==> config.mk <==
export PLATFORM = sky130hd
export DESIGN_NAME = wam_ctl_flat
export DESIGN_NICKNAME = d
export VERILOG_FILES = /design/src/rtl/wam_if.sv /design/src/rtl/wam_ctl.sv /design/src/flat_wrapper.sv
export SDC_FILE = /design/constraint.sdc
export NUM_CORES = 1
export LEC_CHECK = 0
export ABC_AREA = 1
export CORE_MARGIN = 2
export CORE_UTILIZATION = 50
export CTS_CLUSTER_SIZE = 12
export DETAILED_ROUTE_END_ITERATION = 10
export GPL_TIMING_DRIVEN = 0
export HOLD_SLACK_MARGIN = 0.12
export PLACE_DENSITY = 0.72
export SLEW_MARGIN = 20
export SYNTH_ARGS = -nofsm -noshare
export SYNTH_HDL_FRONTEND = slang
export SYNTH_SLANG_ARGS = --single-unit
export TNS_END_PERCENT = 5
==> constraint.sdc <==
create_clock -name clk_19 -period 5.4 [get_ports clk_19]
set_input_delay 1.08 -clock clk_19 [delete_from_list [all_inputs] [get_ports clk_19]]
set_output_delay 1.08 -clock clk_19 [all_outputs]
set_load 0.01 [all_outputs]
==> src/rtl/wam_if.sv <==
// Whack-a-mole player-facing signals: taps and paddles in, lit holes and status out.
// The master drives the player inputs and the slave is the game controller.
interface wam_if;
   logic [7:0]  tap;
   logic        lft;
   logic        rgt;
   logic [7:0]  holes;
   logic [3:0]  hrdn;
   logic [11:0] score;
   logic        cout0;

   modport master (output tap, lft, rgt, input  holes, hrdn, score, cout0);
   modport slave  (input  tap, lft, rgt, output holes, hrdn, score, cout0);
endinterface

==> src/rtl/wam_ctl.sv <==
// Whack-a-mole game controller: LFSR mole placement, BCD score, hardness control.
// All outputs are registered, and one shared timer covers both the mole-up window and the gap.
module wam_ctl #(
   parameter int GAP_CYC   = 4,
   parameter int MAX_MISS  = 3,
   parameter int HRDN_INIT = 1
) (
   input  logic clk_19,
   input  logic rst,
   wam_if.slave bus
);
   typedef enum logic [2:0] {S_IDLE, S_SPAWN, S_UP, S_GAP, S_OVER} state_t;

   localparam logic [7:0] L_MAX_MISS = 8'(MAX_MISS);
   localparam logic [4:0] L_GAP_LD   = 5'(GAP_CYC - 1);

   state_t      r_state;
   logic [7:0]  r_lfsr;
   logic [7:0]  r_holes;
   logic [3:0]  r_hrdn;
   logic [11:0] r_score;
   logic        r_cout0;
   logic [7:0]  r_miss;
   logic [4:0]  r_timer;
   logic [2:0]  r_prev;

   logic        w_hit, w_wrong, w_expire, w_miss_end, w_sat, w_wrap;
   logic [2:0]  w_idx;
   logic [7:0]  w_miss_nxt, w_lfsr_nxt;
   logic [11:0] w_score_inc;

   always_comb begin
      w_lfsr_nxt = {r_lfsr[6:0], r_lfsr[7] ^ r_lfsr[5] ^ r_lfsr[4] ^ r_lfsr[3]};
      w_idx      = (r_lfsr[2:0] == r_prev) ? r_lfsr[2:0] + 3'd1 : r_lfsr[2:0];
      w_hit      = |(bus.tap & r_holes);
      w_wrong    = (bus.tap != 8'h00) && !w_hit;
      // Timer is checked before its decrement, so 1 here means it reaches 0 on this edge
      w_expire   = (r_timer == 5'd1);
      w_miss_nxt = r_miss + 8'd1;
      w_miss_end = (w_miss_nxt >= L_MAX_MISS);
      w_sat      = (r_score == 12'h999);
      w_wrap     = (r_score[3:0] == 4'd9);
      w_score_inc = r_score;
      if (!w_wrap) begin
         w_score_inc[3:0] = r_score[3:0] + 4'd1;
      end else begin
         w_score_inc[3:0] = 4'd0;
         if (r_score[7:4] != 4'd9) begin
            w_score_inc[7:4] = r_score[7:4] + 4'd1;
         end else begin
            w_score_inc[7:4]  = 4'd0;
            w_score_inc[11:8] = r_score[11:8] + 4'd1;
         end
      end
   end

   always_ff @(posedge clk_19 or posedge rst) begin
      if (rst) begin
         r_state <= S_IDLE;
         r_lfsr  <= 8'h01;
         r_holes <= 8'h00;
         r_hrdn  <= 4'(HRDN_INIT);
         r_score <= 12'h000;
         r_cout0 <= 1'b0;
         r_miss  <= 8'h00;
         r_timer <= 5'd0;
         r_prev  <= 3'd0;
      end else begin
         r_lfsr  <= w_lfsr_nxt;
         r_cout0 <= 1'b0;
         case (r_state)
            S_IDLE: begin
               r_holes <= 8'h00;
               if (bus.lft && !bus.rgt && r_hrdn > 4'd1)
                  r_hrdn <= r_hrdn - 4'd1;
               else if (bus.rgt && !bus.lft && r_hrdn < 4'd9)
                  r_hrdn <= r_hrdn + 4'd1;
               if (bus.tap != 8'h00) begin
                  r_score <= 12'h000;
                  r_miss  <= 8'h00;
                  r_state <= S_SPAWN;
               end
            end
            S_SPAWN: begin
               r_holes <= 8'h01 << w_idx;
               r_prev  <= w_idx;
               r_timer <= 5'd20 - {r_hrdn, 1'b0};
               r_state <= S_UP;
            end
            S_UP: begin
               r_timer <= r_timer - 5'd1;
               if (w_hit) begin
                  r_holes <= 8'h00;
                  r_timer <= L_GAP_LD;
                  r_state <= S_GAP;
                  if (!w_sat) begin
                     r_score <= w_score_inc;
                     if (w_wrap && r_hrdn < 4'd9) begin
                        r_hrdn  <= r_hrdn + 4'd1;
                        r_cout0 <= 1'b1;
                     end
                  end
               end else if (w_wrong || w_expire) begin
                  // A wrong tap and an expiry in the same cycle still cost a single miss
                  r_miss <= w_miss_nxt;
                  if (w_miss_end) begin
                     r_holes <= 8'hFF;
                     r_state <= S_OVER;
                  end else if (w_expire) begin
                     r_holes <= 8'h00;
                     r_timer <= L_GAP_LD;
                     r_state <= S_GAP;
                  end
               end
            end
            S_GAP: begin
               if (r_timer == 5'd0) r_state <= S_SPAWN;
               else                 r_timer <= r_timer - 5'd1;
            end
            S_OVER: begin
               r_holes <= 8'hFF;
               if (bus.lft || bus.rgt) begin
                  r_holes <= 8'h00;
                  r_state <= S_IDLE;
               end
            end
            default: r_state <= S_IDLE;
         endcase
      end
   end

   assign bus.holes = r_holes;
   assign bus.hrdn  = r_hrdn;
   assign bus.score = r_score;
   assign bus.cout0 = r_cout0;
endmodule

==> src/flat_wrapper.sv <==
// flat-port wrapper written by rule: the top's interface ports become plain ports
module wam_ctl_flat 
#(
   parameter int GAP_CYC   = 4,
   parameter int MAX_MISS  = 3,
   parameter int HRDN_INIT = 1
)
  (clk_19, rst, bus_tap, bus_lft, bus_rgt, bus_holes, bus_hrdn, bus_score, bus_cout0);
  wam_if bus_i ();
  input  logic clk_19;
  input  logic rst;
  input wire logic [$bits(bus_i.tap)-1:0] bus_tap;
  input wire logic [$bits(bus_i.lft)-1:0] bus_lft;
  input wire logic [$bits(bus_i.rgt)-1:0] bus_rgt;
  output wire logic [$bits(bus_i.holes)-1:0] bus_holes;
  output wire logic [$bits(bus_i.hrdn)-1:0] bus_hrdn;
  output wire logic [$bits(bus_i.score)-1:0] bus_score;
  output wire logic [$bits(bus_i.cout0)-1:0] bus_cout0;
  assign bus_i.tap = bus_tap;
  assign bus_i.lft = bus_lft;
  assign bus_i.rgt = bus_rgt;
  assign bus_holes = bus_i.holes;
  assign bus_hrdn = bus_i.hrdn;
  assign bus_score = bus_i.score;
  assign bus_cout0 = bus_i.cout0;
  wam_ctl #(.GAP_CYC(GAP_CYC), .MAX_MISS(MAX_MISS), .HRDN_INIT(HRDN_INIT)) u_core (.clk_19(clk_19), .rst(rst), .bus(bus_i));
endmodule
==> impl_results.md <==
* Status: finished clean
* CTS tree: yes
* Worst Path Required at 5.57 ns
* Max IR drop VDD at 0.255 mV
* Crit-path most repeated cell: nand2_1
* Comb pwr share at 54.8%
* Most frequent cells in the layout: 141 x nand2_1, 50 x dfrtp_1, 48 x inv_1, 42 x nor2_1
* Pint at 975 uW
* Post-detailed-route count of antenna-violating nets at 0
* Worst-path clk slew at about 0.08 ns
* RR Endpoint: u_core.r_timer[3]$_DFFE_PP0P_
* IO Pins at 37
* Vias at 2,847
* Crit-path slowest cell: clkdlybuf4s50_1
* Hold path depth at 0
* Critical path, cell by cell: clkdlybuf4s50_1, nand2_1, nand2_1, nor2_1, nand3b_1, nand2_1, nand3_1, nand2_1, o21ai_0
* Post-CTS Resized at 0
* Synth Register Bits at 52
* Crit path DAT at 2.81 ns
* CP delay by family, top: simple AND/OR/NAND/NOR gates
* Slowest stage delay, CP at 0.42 ns
* Vias in the first global route at about 2,800
* Crit path kind: input port to register
* Port buffer count at 36
* Largest net degree at the start of global routing at 30
* Buffers & Inverters on Critical Path at 1
* DR iter-0 viols at approximately 120
* Async set-reset flop share out of synthesis at 100%
* Min-delay worst type: register to register
* Hold Path Sink: u_core.r_lfsr[7]$_DFF_PP0_
* Height of the chip at 84.6 um
* Post-synthesis cell count at 435
* Worst Reg-to-Reg Cells at 8
* Min-delay src: u_core.r_lfsr[6]$_DFF_PP0_
* Vias per cell at slightly above 5
* Initial antenna violation count at 0
* Dpl cells at 549
* Die X at 84.6 um
* Most common cell after layout, fill and taps aside: nand2_1
* Overall routing resource usage at 20.5%
* PwrDens at 475 mW/mm^2
* # Max-Cap Violations at 0
* Count of cell types in the netlist at 31
* WL/cell at between 10 and 15 um
* Hpwl dp at between 5 and 6 mm
* Net Count, Synth at between 400 and 500
* DRC at 0
* Main flop type after synthesis: dfrtp_1
* CTS Buf Count at 5
* Post-CTS Setup Inserts at 0
* Core Box Area at 0.00631 mm^2
* Total Wirelength at 6.83 mm
* GPL Wtd Cong at 0.812
* N_diodes at 0
* Endpoints failing setup at 0
* Seq/Total Area, Yosys at between 40% and 50%
* # rows at 29
* Mapped Avg Cell Area at 7.46 um^2
* Post-Syn Area at 0.00325 mm^2
* Post-synth top area cell: dfrtp_1
* Switching part of the total at between 40% and 50%
* Initial core utilization at 51.4%
* Share of layout cells above drive strength 1 at between 7 and 8%
* Synthesis-to-finish area growth at 18.0%
* Nets at 505
* Clk sink count at 52
* Area share of the largest cell type after synthesis at 38.5%
* Clk pwr share at between 10% and 20%
* Slew Viols, Final at 0
* Switch Pwr at 846 uW
* Max Fclk at 0.378 GHz
* Number of flops mapped to enable cells by yosys at 0
* Reg power frac at between 30 and 40%
* CP Launch Type: input port
* Clock Skew at 0.0115 ns
* Hold_ws at 0.355 ns
* Slew margin rel. at 54.9%
* Count of non-filler cells in the finished layout at 557
* Largest cells by area after synthesis: dfrtp_1 39%, nand2_1 16%, inv_1 5.7%, nand3_1 5.5%, ha_1 5.4%
* R2R Path Start: u_core.r_timer[0]$_DFFE_PP0P_
* Reg-to-reg setup timing slack at approximately 3.3 ns
* Grt ovf at 0
* Final worst path period share at between 40% and 50%
* Worst-Margin Slew at slightly below 0.7 ns
* Worst skew pair latency at ~0.3 ns
* Post-route minimum period at about 2.6 ns
* Cts hold-fix bufs at 0
* Root buf cell: clkbuf_8
* Drt first pass iters at 4
* Max H-tree Level at 2
* Synth Warn # at 0
* Bufs on Longest Clock Path at 2
* LEAKAGE at around 1.9 nW
* First-pass GRT wire length at 12.0 mm
* Sum Neg Setup Slack at 0 ns
* RSZ-0062 raised after global routing: no
* Type of element capturing the critical path: register
* DIE AREA at between 0.007 and 0.008 mm^2
* Maximum fanout along the worst path at 8
* Final hold violation count at 0
-- Yosys cell counts (all sizes together), types with 2 or more instances --
cell type / n
nand2: 150
inv: 53
nand3: 38
nand4: 9
dfstp: 2
o21ai: 27
nor3: 4
nor2: 48
o22ai: 2
a21oi: 8
ha: 14
dfrtp: 50
or2: 3
nor3b: 2
o21bai: 2
xnor2: 8
xor2: 11
-- final cells by class --
| class | count | area [um^2] |
|---|---|---|
| fill | 585 | 2480 |
| clock buffer | 8 | 100 |
| multi-input combinational | 330 | 1740 |
| timing repair buffer | 37 | 388 |
| sequential | 52 | 1300 |
| inverter | 53 | 201 |
| tap | 77 | 96.3 |
-- flip-flops by register name, indices dropped and copies added, names as in the netlist --
register          cells
u_core.bus.cout0      1
u_core.r_timer        5
u_core.r_prev         3
u_core.bus.holes      8
u_core.bus.hrdn       4
u_core.r_lfsr         8
u_core.r_miss         8
u_core.r_state        3
u_core.bus.score     12
-- per-stage QoR --
stage,cell area [um^2],setup slack [ns],power (mW),utilization [%]
after floorplan,3250,3.07,1.31,-
after global routing,3830,2.60,2.00,60.7
after CTS,3830,2.75,1.84,60.7
after global placement,3700,2.05,1.56,58.7
after detailed placement,3730,2.43,1.59,59.1
final,3830,2.75,1.82,60.7
-- logic make-up (layout without fill, tap and decap cells) --
logic type	count (synthesis)	after routing	share of synthesized area (%)
flip-flops	52	52	40.2
multiplexers	1	1	0.308
adder cells (fa/ha/maj)	14	14	5.40
XOR/XNOR	19	19	5.13
AO/OA/AOI/OAI	40	40	7.01
buffers and inverters	53	98	6.20
AND/OR/NAND/NOR	256	256	35.8
-- metal layers --
layer  part of all wire, %  track usage (%)
met5                     0                0
met2                    50             35.0
met3                   3.3             3.54
met4                  0.54             6.35
met1                    46             26.5
-- power groups by stage --
stage | registers [mW] | clock network (mW) | logic [mW]
after floorplan | 0.592 | 0 | 0.716
after global placement | 0.589 | 0 | 0.970
after detailed placement | 0.592 | 0 | 1.00
after CTS | 0.587 | 0.245 | 1.01
after global routing | 0.604 | 0.259 | 1.14
final | 0.588 | 0.235 | 0.999
-- how the worst max path moves through the flow --
stage	startpoint	endpoint	slack, ns	cells past startpoint
after floorplan	rst	u_core.bus.cout0$_DFF_PP0_	3.07	1
after global placement	rst	u_core.r_lfsr[5]$_DFF_PP0_	2.05	2
after detailed placement	bus_tap[1]	u_core.r_miss[0]$_DFFE_PP0P_	2.43	9
after CTS	bus_tap[1]	u_core.r_miss[0]$_DFFE_PP0P_	2.75	9
after global routing	bus_tap[0]	u_core.r_miss[0]$_DFFE_PP0P_	2.60	8
final	bus_tap[1]	u_core.r_miss[0]$_DFFE_PP0P_	2.75	9
Power figures use the tool's default switching activity.
